===== config.mk =====
export PLATFORM = sky130hd
export DESIGN_NAME = uart_rx_flat
export DESIGN_NICKNAME = d
export VERILOG_FILES = /design/src/rtl/uart_pkg.sv /design/src/rtl/uart_rx_if.sv /design/src/rtl/uart_rx_sampler.sv /design/src/rtl/uart_rx.sv /design/src/flat_wrapper.sv
export SDC_FILE = /design/constraint.sdc
export NUM_CORES = 1
export LEC_CHECK = 0
export CORE_MARGIN = 8
export CORE_UTILIZATION = 38
export DETAILED_ROUTE_END_ITERATION = 7
export DONT_BUFFER_PORTS = 1
export MAX_ROUTING_LAYER = met4
export PLACE_DENSITY = 0.49
export SYNTH_ARGS = -nofsm -noshare
export SYNTH_HDL_FRONTEND = slang
export SYNTH_HIERARCHICAL = 1
export SYNTH_SLANG_ARGS = --single-unit
export TNS_END_PERCENT = 10

===== constraint.sdc =====
create_clock -name CLK -period 2.9 [get_ports CLK]
set_input_delay 0.29 -clock CLK [delete_from_list [all_inputs] [get_ports CLK]]
set_output_delay 0.29 -clock CLK [all_outputs]
set_load 0.03 [all_outputs]

===== src/rtl/uart_pkg.sv =====
// Shared UART receiver definitions: FSM encoding, parity types, Prescale limits.
package uart_pkg;
  typedef enum logic [2:0] {IDLE, START, DATA, PARITY, STOP, DONE} rx_state_e;

  localparam logic PAR_EVEN      = 1'b0;
  localparam logic PAR_ODD       = 1'b1;
  localparam int   PRESCALE_MIN  = 8;
  localparam int   PRESCALE_MAX  = 32;
  localparam int   DEF_DATA_BITS = 8;

  function automatic logic maj3(input logic a, input logic b, input logic c);
    return (a & b) | (a & c) | (b & c);
  endfunction
endpackage


===== src/rtl/uart_rx_if.sv =====
// Receiver-side bundle: serial line and frame config in, recovered byte and strobes out.
interface uart_rx_if #(
  parameter int DATA_BITS  = uart_pkg::DEF_DATA_BITS,
  parameter int PRESCALE_W = 6
);
  logic                  RX_IN;
  logic                  PAR_EN;
  logic                  PAR_TYP;
  logic [PRESCALE_W-1:0] Prescale;
  logic [DATA_BITS-1:0]  P_DATA;
  logic                  Data_Valid;
  logic                  PAR_ERR;
  logic                  STP_ERR;
  logic                  busy;

  modport master (output RX_IN, PAR_EN, PAR_TYP, Prescale,
                  input  P_DATA, Data_Valid, PAR_ERR, STP_ERR, busy);
  modport slave  (input  RX_IN, PAR_EN, PAR_TYP, Prescale,
                  output P_DATA, Data_Valid, PAR_ERR, STP_ERR, busy);
endinterface


===== src/rtl/uart_rx_sampler.sv =====
// Bit timing for the receiver: edge/bit counters and mid-bit sampling.
// UART_RX_MAJORITY_EN selects a 3-sample majority vote around the bit centre.
module uart_rx_sampler import uart_pkg::*; #(
  parameter int PRESCALE_W = 6,
  parameter int CNT_W      = 4
) (
  input  logic                  clk,
  input  logic                  rst_n,
  input  logic                  en,
  input  logic                  rx_s,
  input  logic [PRESCALE_W-1:0] prescale,
  output logic                  sample_valid,
  output logic                  sampled_bit,
  output logic                  bit_done,
  output logic [CNT_W-1:0]      bit_cnt
);
  logic [PRESCALE_W-1:0] edge_cnt, half, last;
  logic                  s1;

  assign half = prescale >> 1;
  assign last = prescale - PRESCALE_W'(1);

  // Decision is presented at P/2 in both builds so strobe timing never depends on the macro.
  assign sample_valid = en && (edge_cnt == half);
  assign bit_done     = en && (edge_cnt == last);

  always_ff @(posedge clk or negedge rst_n) begin
    if (!rst_n) begin
      edge_cnt <= '0;
      bit_cnt  <= '0;
    end else if (!en) begin
      edge_cnt <= '0;
      bit_cnt  <= '0;
    end else if (edge_cnt == last) begin
      edge_cnt <= '0;
      bit_cnt  <= bit_cnt + CNT_W'(1);
    end else begin
      edge_cnt <= edge_cnt + PRESCALE_W'(1);
    end
  end

  always_ff @(posedge clk or negedge rst_n) begin
    if (!rst_n)                                       s1 <= 1'b1;
    else if (en && edge_cnt == half - PRESCALE_W'(1)) s1 <= rx_s;
  end

`ifdef UART_RX_MAJORITY_EN
  logic s0;
  always_ff @(posedge clk or negedge rst_n) begin
    if (!rst_n)                                       s0 <= 1'b1;
    else if (en && edge_cnt == half - PRESCALE_W'(2)) s0 <= rx_s;
  end
  assign sampled_bit = maj3(s0, s1, rx_s);
`else
  assign sampled_bit = s1;
`endif
endmodule


===== src/rtl/uart_rx.sv =====
// Oversampled UART receiver: sync, frame FSM, parity/stop checks, one-cycle strobes.
// Build option UART_RX_MAJORITY_EN enables majority-vote bit sampling (see uart_rx_sampler).
module uart_rx import uart_pkg::*; #(
  parameter int DATA_BITS  = DEF_DATA_BITS,
  parameter int PRESCALE_W = 6
) (
  input logic      CLK,
  input logic      RST_ASYN,
  uart_rx_if.slave bus
);
  localparam int CNT_W = $clog2(DATA_BITS + 3);

  rx_state_e             state;
  logic [1:0]            sync;
  logic                  rx_s;
  logic [PRESCALE_W-1:0] prescale_l;
  logic                  par_en_l, par_typ_l, par_bad, exp_par;
  logic [DATA_BITS-1:0]  sr;
  logic                  en, sample_valid, sampled_bit, bit_done;
  logic [CNT_W-1:0]      bit_cnt;

  assign rx_s    = sync[1];
  assign en      = (state != IDLE) && (state != DONE);
  assign exp_par = (par_typ_l == PAR_ODD) ? ~^sr : ^sr;

  always_ff @(posedge CLK or negedge RST_ASYN) begin
    if (!RST_ASYN) sync <= 2'b11;
    else           sync <= {sync[0], bus.RX_IN};
  end

  uart_rx_sampler #(.PRESCALE_W(PRESCALE_W), .CNT_W(CNT_W)) u_sampler (
    .clk          (CLK),
    .rst_n        (RST_ASYN),
    .en           (en),
    .rx_s         (rx_s),
    .prescale     (prescale_l),
    .sample_valid (sample_valid),
    .sampled_bit  (sampled_bit),
    .bit_done     (bit_done),
    .bit_cnt      (bit_cnt)
  );

  always_ff @(posedge CLK or negedge RST_ASYN) begin
    if (!RST_ASYN) begin
      state          <= IDLE;
      prescale_l     <= '0;
      par_en_l       <= 1'b0;
      par_typ_l      <= 1'b0;
      par_bad        <= 1'b0;
      sr             <= '0;
      bus.P_DATA     <= '0;
      bus.Data_Valid <= 1'b0;
      bus.PAR_ERR    <= 1'b0;
      bus.STP_ERR    <= 1'b0;
      bus.busy       <= 1'b0;
    end else begin
      bus.Data_Valid <= 1'b0;
      bus.PAR_ERR    <= 1'b0;
      bus.STP_ERR    <= 1'b0;
      case (state)
        IDLE: if (!rx_s) begin
          state      <= START;
          bus.busy   <= 1'b1;
          prescale_l <= bus.Prescale;
          par_en_l   <= bus.PAR_EN;
          par_typ_l  <= bus.PAR_TYP;
          par_bad    <= 1'b0;
        end
        START: begin
          if (sample_valid && sampled_bit) begin
            state    <= IDLE;
            bus.busy <= 1'b0;
          end else if (bit_done) begin
            state <= DATA;
          end
        end
        DATA: begin
          if (sample_valid) sr <= {sampled_bit, sr[DATA_BITS-1:1]};
          if (bit_done && bit_cnt == CNT_W'(DATA_BITS)) state <= par_en_l ? PARITY : STOP;
        end
        PARITY: begin
          if (sample_valid) par_bad <= (sampled_bit != exp_par);
          if (bit_done)     state   <= STOP;
        end
        // Strobes are registered on the way into DONE so they are high exactly during DONE.
        STOP: if (sample_valid) begin
          state <= DONE;
          if (!sampled_bit || par_bad) begin
            bus.PAR_ERR <= par_bad;
            bus.STP_ERR <= !sampled_bit;
          end else begin
            bus.P_DATA     <= sr;
            bus.Data_Valid <= 1'b1;
          end
        end
        DONE: begin
          state    <= IDLE;
          bus.busy <= 1'b0;
        end
        default: begin
          state    <= IDLE;
          bus.busy <= 1'b0;
        end
      endcase
    end
  end
endmodule


===== src/flat_wrapper.sv =====
// flat-port wrapper written by rule: the top's interface ports become plain ports
module uart_rx_flat import uart_pkg::*;
#(
  parameter int DATA_BITS  = DEF_DATA_BITS,
  parameter int PRESCALE_W = 6
)
  (CLK, RST_ASYN, bus_RX_IN, bus_PAR_EN, bus_PAR_TYP, bus_Prescale, bus_P_DATA, bus_Data_Valid, bus_PAR_ERR, bus_STP_ERR, bus_busy);
  uart_rx_if #(.DATA_BITS(DATA_BITS), .PRESCALE_W(PRESCALE_W)) bus_i ();
  input logic CLK;
  input logic RST_ASYN;
  input wire logic [$bits(bus_i.RX_IN)-1:0] bus_RX_IN;
  input wire logic [$bits(bus_i.PAR_EN)-1:0] bus_PAR_EN;
  input wire logic [$bits(bus_i.PAR_TYP)-1:0] bus_PAR_TYP;
  input wire logic [$bits(bus_i.Prescale)-1:0] bus_Prescale;
  output wire logic [$bits(bus_i.P_DATA)-1:0] bus_P_DATA;
  output wire logic [$bits(bus_i.Data_Valid)-1:0] bus_Data_Valid;
  output wire logic [$bits(bus_i.PAR_ERR)-1:0] bus_PAR_ERR;
  output wire logic [$bits(bus_i.STP_ERR)-1:0] bus_STP_ERR;
  output wire logic [$bits(bus_i.busy)-1:0] bus_busy;
  assign bus_i.RX_IN = bus_RX_IN;
  assign bus_i.PAR_EN = bus_PAR_EN;
  assign bus_i.PAR_TYP = bus_PAR_TYP;
  assign bus_i.Prescale = bus_Prescale;
  assign bus_P_DATA = bus_i.P_DATA;
  assign bus_Data_Valid = bus_i.Data_Valid;
  assign bus_PAR_ERR = bus_i.PAR_ERR;
  assign bus_STP_ERR = bus_i.STP_ERR;
  assign bus_busy = bus_i.busy;
  uart_rx #(.DATA_BITS(DATA_BITS), .PRESCALE_W(PRESCALE_W)) u_core (.CLK(CLK), .RST_ASYN(RST_ASYN), .bus(bus_i));
endmodule

==> flow_metrics.tcl <==
set metrics [dict create \
    ant_nets 0 \
    dr.pass1.iters 4 \
    die-area_sq_um 9190 \
    cp_max_fo 10 \
    netlist_area_sq_um 2420 \
    remaining_drc_errors 0 \
    die_h_microns 95.8 \
    rsz0062_at_grt "false" \
    rr_worst_depth 9 \
    hold_viol_final 0 \
    viasPerCell 5.24 \
    drt_iter0_drc 95 \
    io_buffers 0 \
    grt_max_degree 46 \
    synth_warnings 6 \
    hold_depth 1 \
    vdd_drop_max_v 0.000429 \
    multi_input_area_sq_um 1210 \
    fin_setup_tns_ns 0 \
    area_growth_pct 9.04 \
    core_area_sq_um 6240 \
    num_vias 1505 \
    crit_arrival_ns 2.81 \
    seqCellArea_sq_um 1130 \
    fin_hold_ws_ns 0.131 \
    dpl.hpwl_microns 3510 \
    yosysSeqAreaShare_pct 46.6 \
    ios 23 \
    final_core_util_pct 42.3 \
    cts_tree "built" \
    status "complete, no violations" \
    clock_latency_ns 0.30 \
    p_leak_nw 1.20 \
    clock-root-buffer "clkbuf_8" \
    fmax_mhz 387 \
    most-common-layout-cells "dfrtp_1, xnor2_1, nor2_1, mux2_4" \
    post-route-min-period_ns 2.58 \
    path_clk_slew_ns 0.09 \
    antenna_cells 0 \
    drive_gt1_share_pct 25.2 \
    avgSynthCellArea_sq_um 12.1 \
    wl_per_cell_microns 16.6 \
    maxCapViolCount 0 \
    cts_setup_buffers 0 \
    setup_viol 0 \
    timing_max_transition_violations_final 0 \
    layout_commonest_cell "dfrtp_1" \
    cp-end-kind "flip-flop" \
    synth-seq-cells 45 \
    cp.required_ns 3.12 \
    worst_pin_slew_ns 0.903 \
    nNetsFinal 225 \
    grt_overflow 0 \
    finClkSkew_ns 0.00432 \
    pwr_density_cell_nw_per_um2 953 \
    post-route-period-util_pct 89.1 \
    synth-main-ff-cell "dfrtp_1" \
    die_w_microns 95.8 \
    start_util_pct 38.8 \
    cp-start-kind "flip-flop" \
    cts.sinks 45 \
    cts_buffers 5 \
    synth-edff-count 0 \
    antenna_found_initial 0 \
    gp_congestion 0.768 \
    grt_pass1_wl_microns 8400 \
    worstSetupPathType "flip-flop to flip-flop" \
    rows 29 \
    grt_pass1_vias 1631 \
    htreeDepth 2 \
    min_path_type "input port to flip-flop" \
    synthDistinctLibCells 51 \
    drt-total-wl_microns 4770 \
    synthesis.nets 217 \
    syn_inst 201 \
    n_fill_cell 601 \
    relSlewSlack_pct 39.4 \
    track_usage_pct 12.1 \
    async_reset_ff_share_pct 100 \
    clk_path_buf_depth 2 \
]
[per-layer routing]
| layer | up-vias | global-route usage, % | routed length [microns] |
|---|---|---|---|
| met2 | 32 | 17.7 | 2110 |
| met4 | 0 | 4.35 | 85 |
| met5 | - | - | 0 |
| li1 | 714 | - | - |
| met1 | 752 | 15.2 | 2280 |
| met3 | 7 | 4.13 | 292 |
[where the power goes]
part / internal (W) / leakage, nW / switching (W)
registers: 0.000768 / 0.590 / 0.000213
clock network: 0.000171 / 0.0445 / 0.000225
logic: 0.000587 / 0.566 / 0.000555
total: 0.00153 / 1.20 / 0.000993
[state kept, by name, indices dropped and copies added, names as in the netlist]
signal	cells
u_core/bus.STP_ERR	1
u_core/par_bad	1
u_core/bus.Data_Valid	1
u_core/bus.PAR_ERR	1
u_core/u_sampler/sampled_bit	1
u_core/par_typ_l	1
u_core/prescale_l	6
u_core/u_sampler/edge_cnt	6
u_core/bus.P_DATA	8
u_core/state	3
u_core/bus.busy	1
u_core/sr	8
u_core/sync	2
u_core/u_sampler/bit_cnt	4
u_core/par_en_l	1
[layout make-up]
cell class / instances / area share (%)
clock inverter: 3 / 0.805
timing repair buffer: 8 / 3.22
inverter: 9 / 1.28
tap: 77 / 3.65
sequential: 45 / 42.8
multi-input combinational: 140 / 45.7
clock buffer: 5 / 2.61
[synthesized netlist by cell type, types with 2 or more instances]
cell       n  area share, %
nand4_1    2           0.52
a32o_1     2           0.83
mux2_4    16            9.9
dfrtp_1   42             43
buf_2      2           0.41
a21oi_1    7            1.4
a211oi_1   2           0.62
buf_6      3            1.4
inv_1      9            1.4
nand2b_1   3           0.77
xnor2_1   18            6.5
nor2b_1    2           0.52
nor3b_1    2           0.62
mux2_2     9            4.2
nor3_1     2           0.41
xor2_1     7            2.5
nor2_1    16            2.5
dfstp_2    3            3.3
nand2_1    9            1.4
xnor3_1    2            1.9
or3_1      2           0.52
o21ai_0    5            1.0
nand3_1    4           0.83
ha_1       5            2.6
[worst paths after layout]
kind	startpoint	to	slack [ns]
worst min register to register	u_core/sync[0]$_DFF_PN1_	u_core/sync[1]$_DFF_PN1_	0.36
worst max-delay path	u_core/prescale_l[1]$_DFFE_PN0P_	u_core/state[0]$_DFFE_PN0P_	0.32
worst max register to register	u_core/prescale_l[1]$_DFFE_PN0P_	u_core/state[0]$_DFFE_PN0P_	0.32
worst min-delay path	bus_Prescale[4]	u_core/prescale_l[4]$_DFFE_PN0P_	0.13
max in group asynchronous	RST_ASYN	u_core/sync[1]$_DFF_PN1_	2.15
min in group asynchronous	RST_ASYN	u_core/u_sampler/bit_cnt[0]$_DFFE_PN0P_	0.47
[stage by stage]
stage	area, sq um	setup slack, ns	cells	power, W
6_report	2640	0.317	287	0.00252
5_1_grt	2640	0.0653	287	0.00271
4_1_cts	2640	0.182	287	0.00254
3_5_place_dp	2500	0.194	276	0.00212
3_3_place_gp	2500	0.377	276	0.00209
2_1_floorplan	2420	0.412	201	0.00189
[worst max-delay path, cell delays in order, from the launching register on]
cell       delay, ns
dfrtp_1         0.45
inv_1           0.13
ha_1            0.23
nor3b_1         0.38
and3_1          0.23
o2111ai_2       0.26
nor2_1          0.17
o31ai_1         0.11
a21oi_1         0.31
mux2i_1         0.23
[kinds of logic after synthesis]
group	share of synthesized area, %
muxes	14.5
xor gates and xnor gates	10.9
and+or+nand+nor	13.2
AOI/OAI and AO/OA	8.52
DFF	46.6
adders and majority gates	2.58
buffers and inverters	3.67
[what timing repair did]
item,CTS,global route
endpoints found under the setup margin,0,3
resized for setup,0,1
hold buffers,3,0
hold endpoints to repair,46,0
Note: power is estimated with default switching activity, not from simulation.
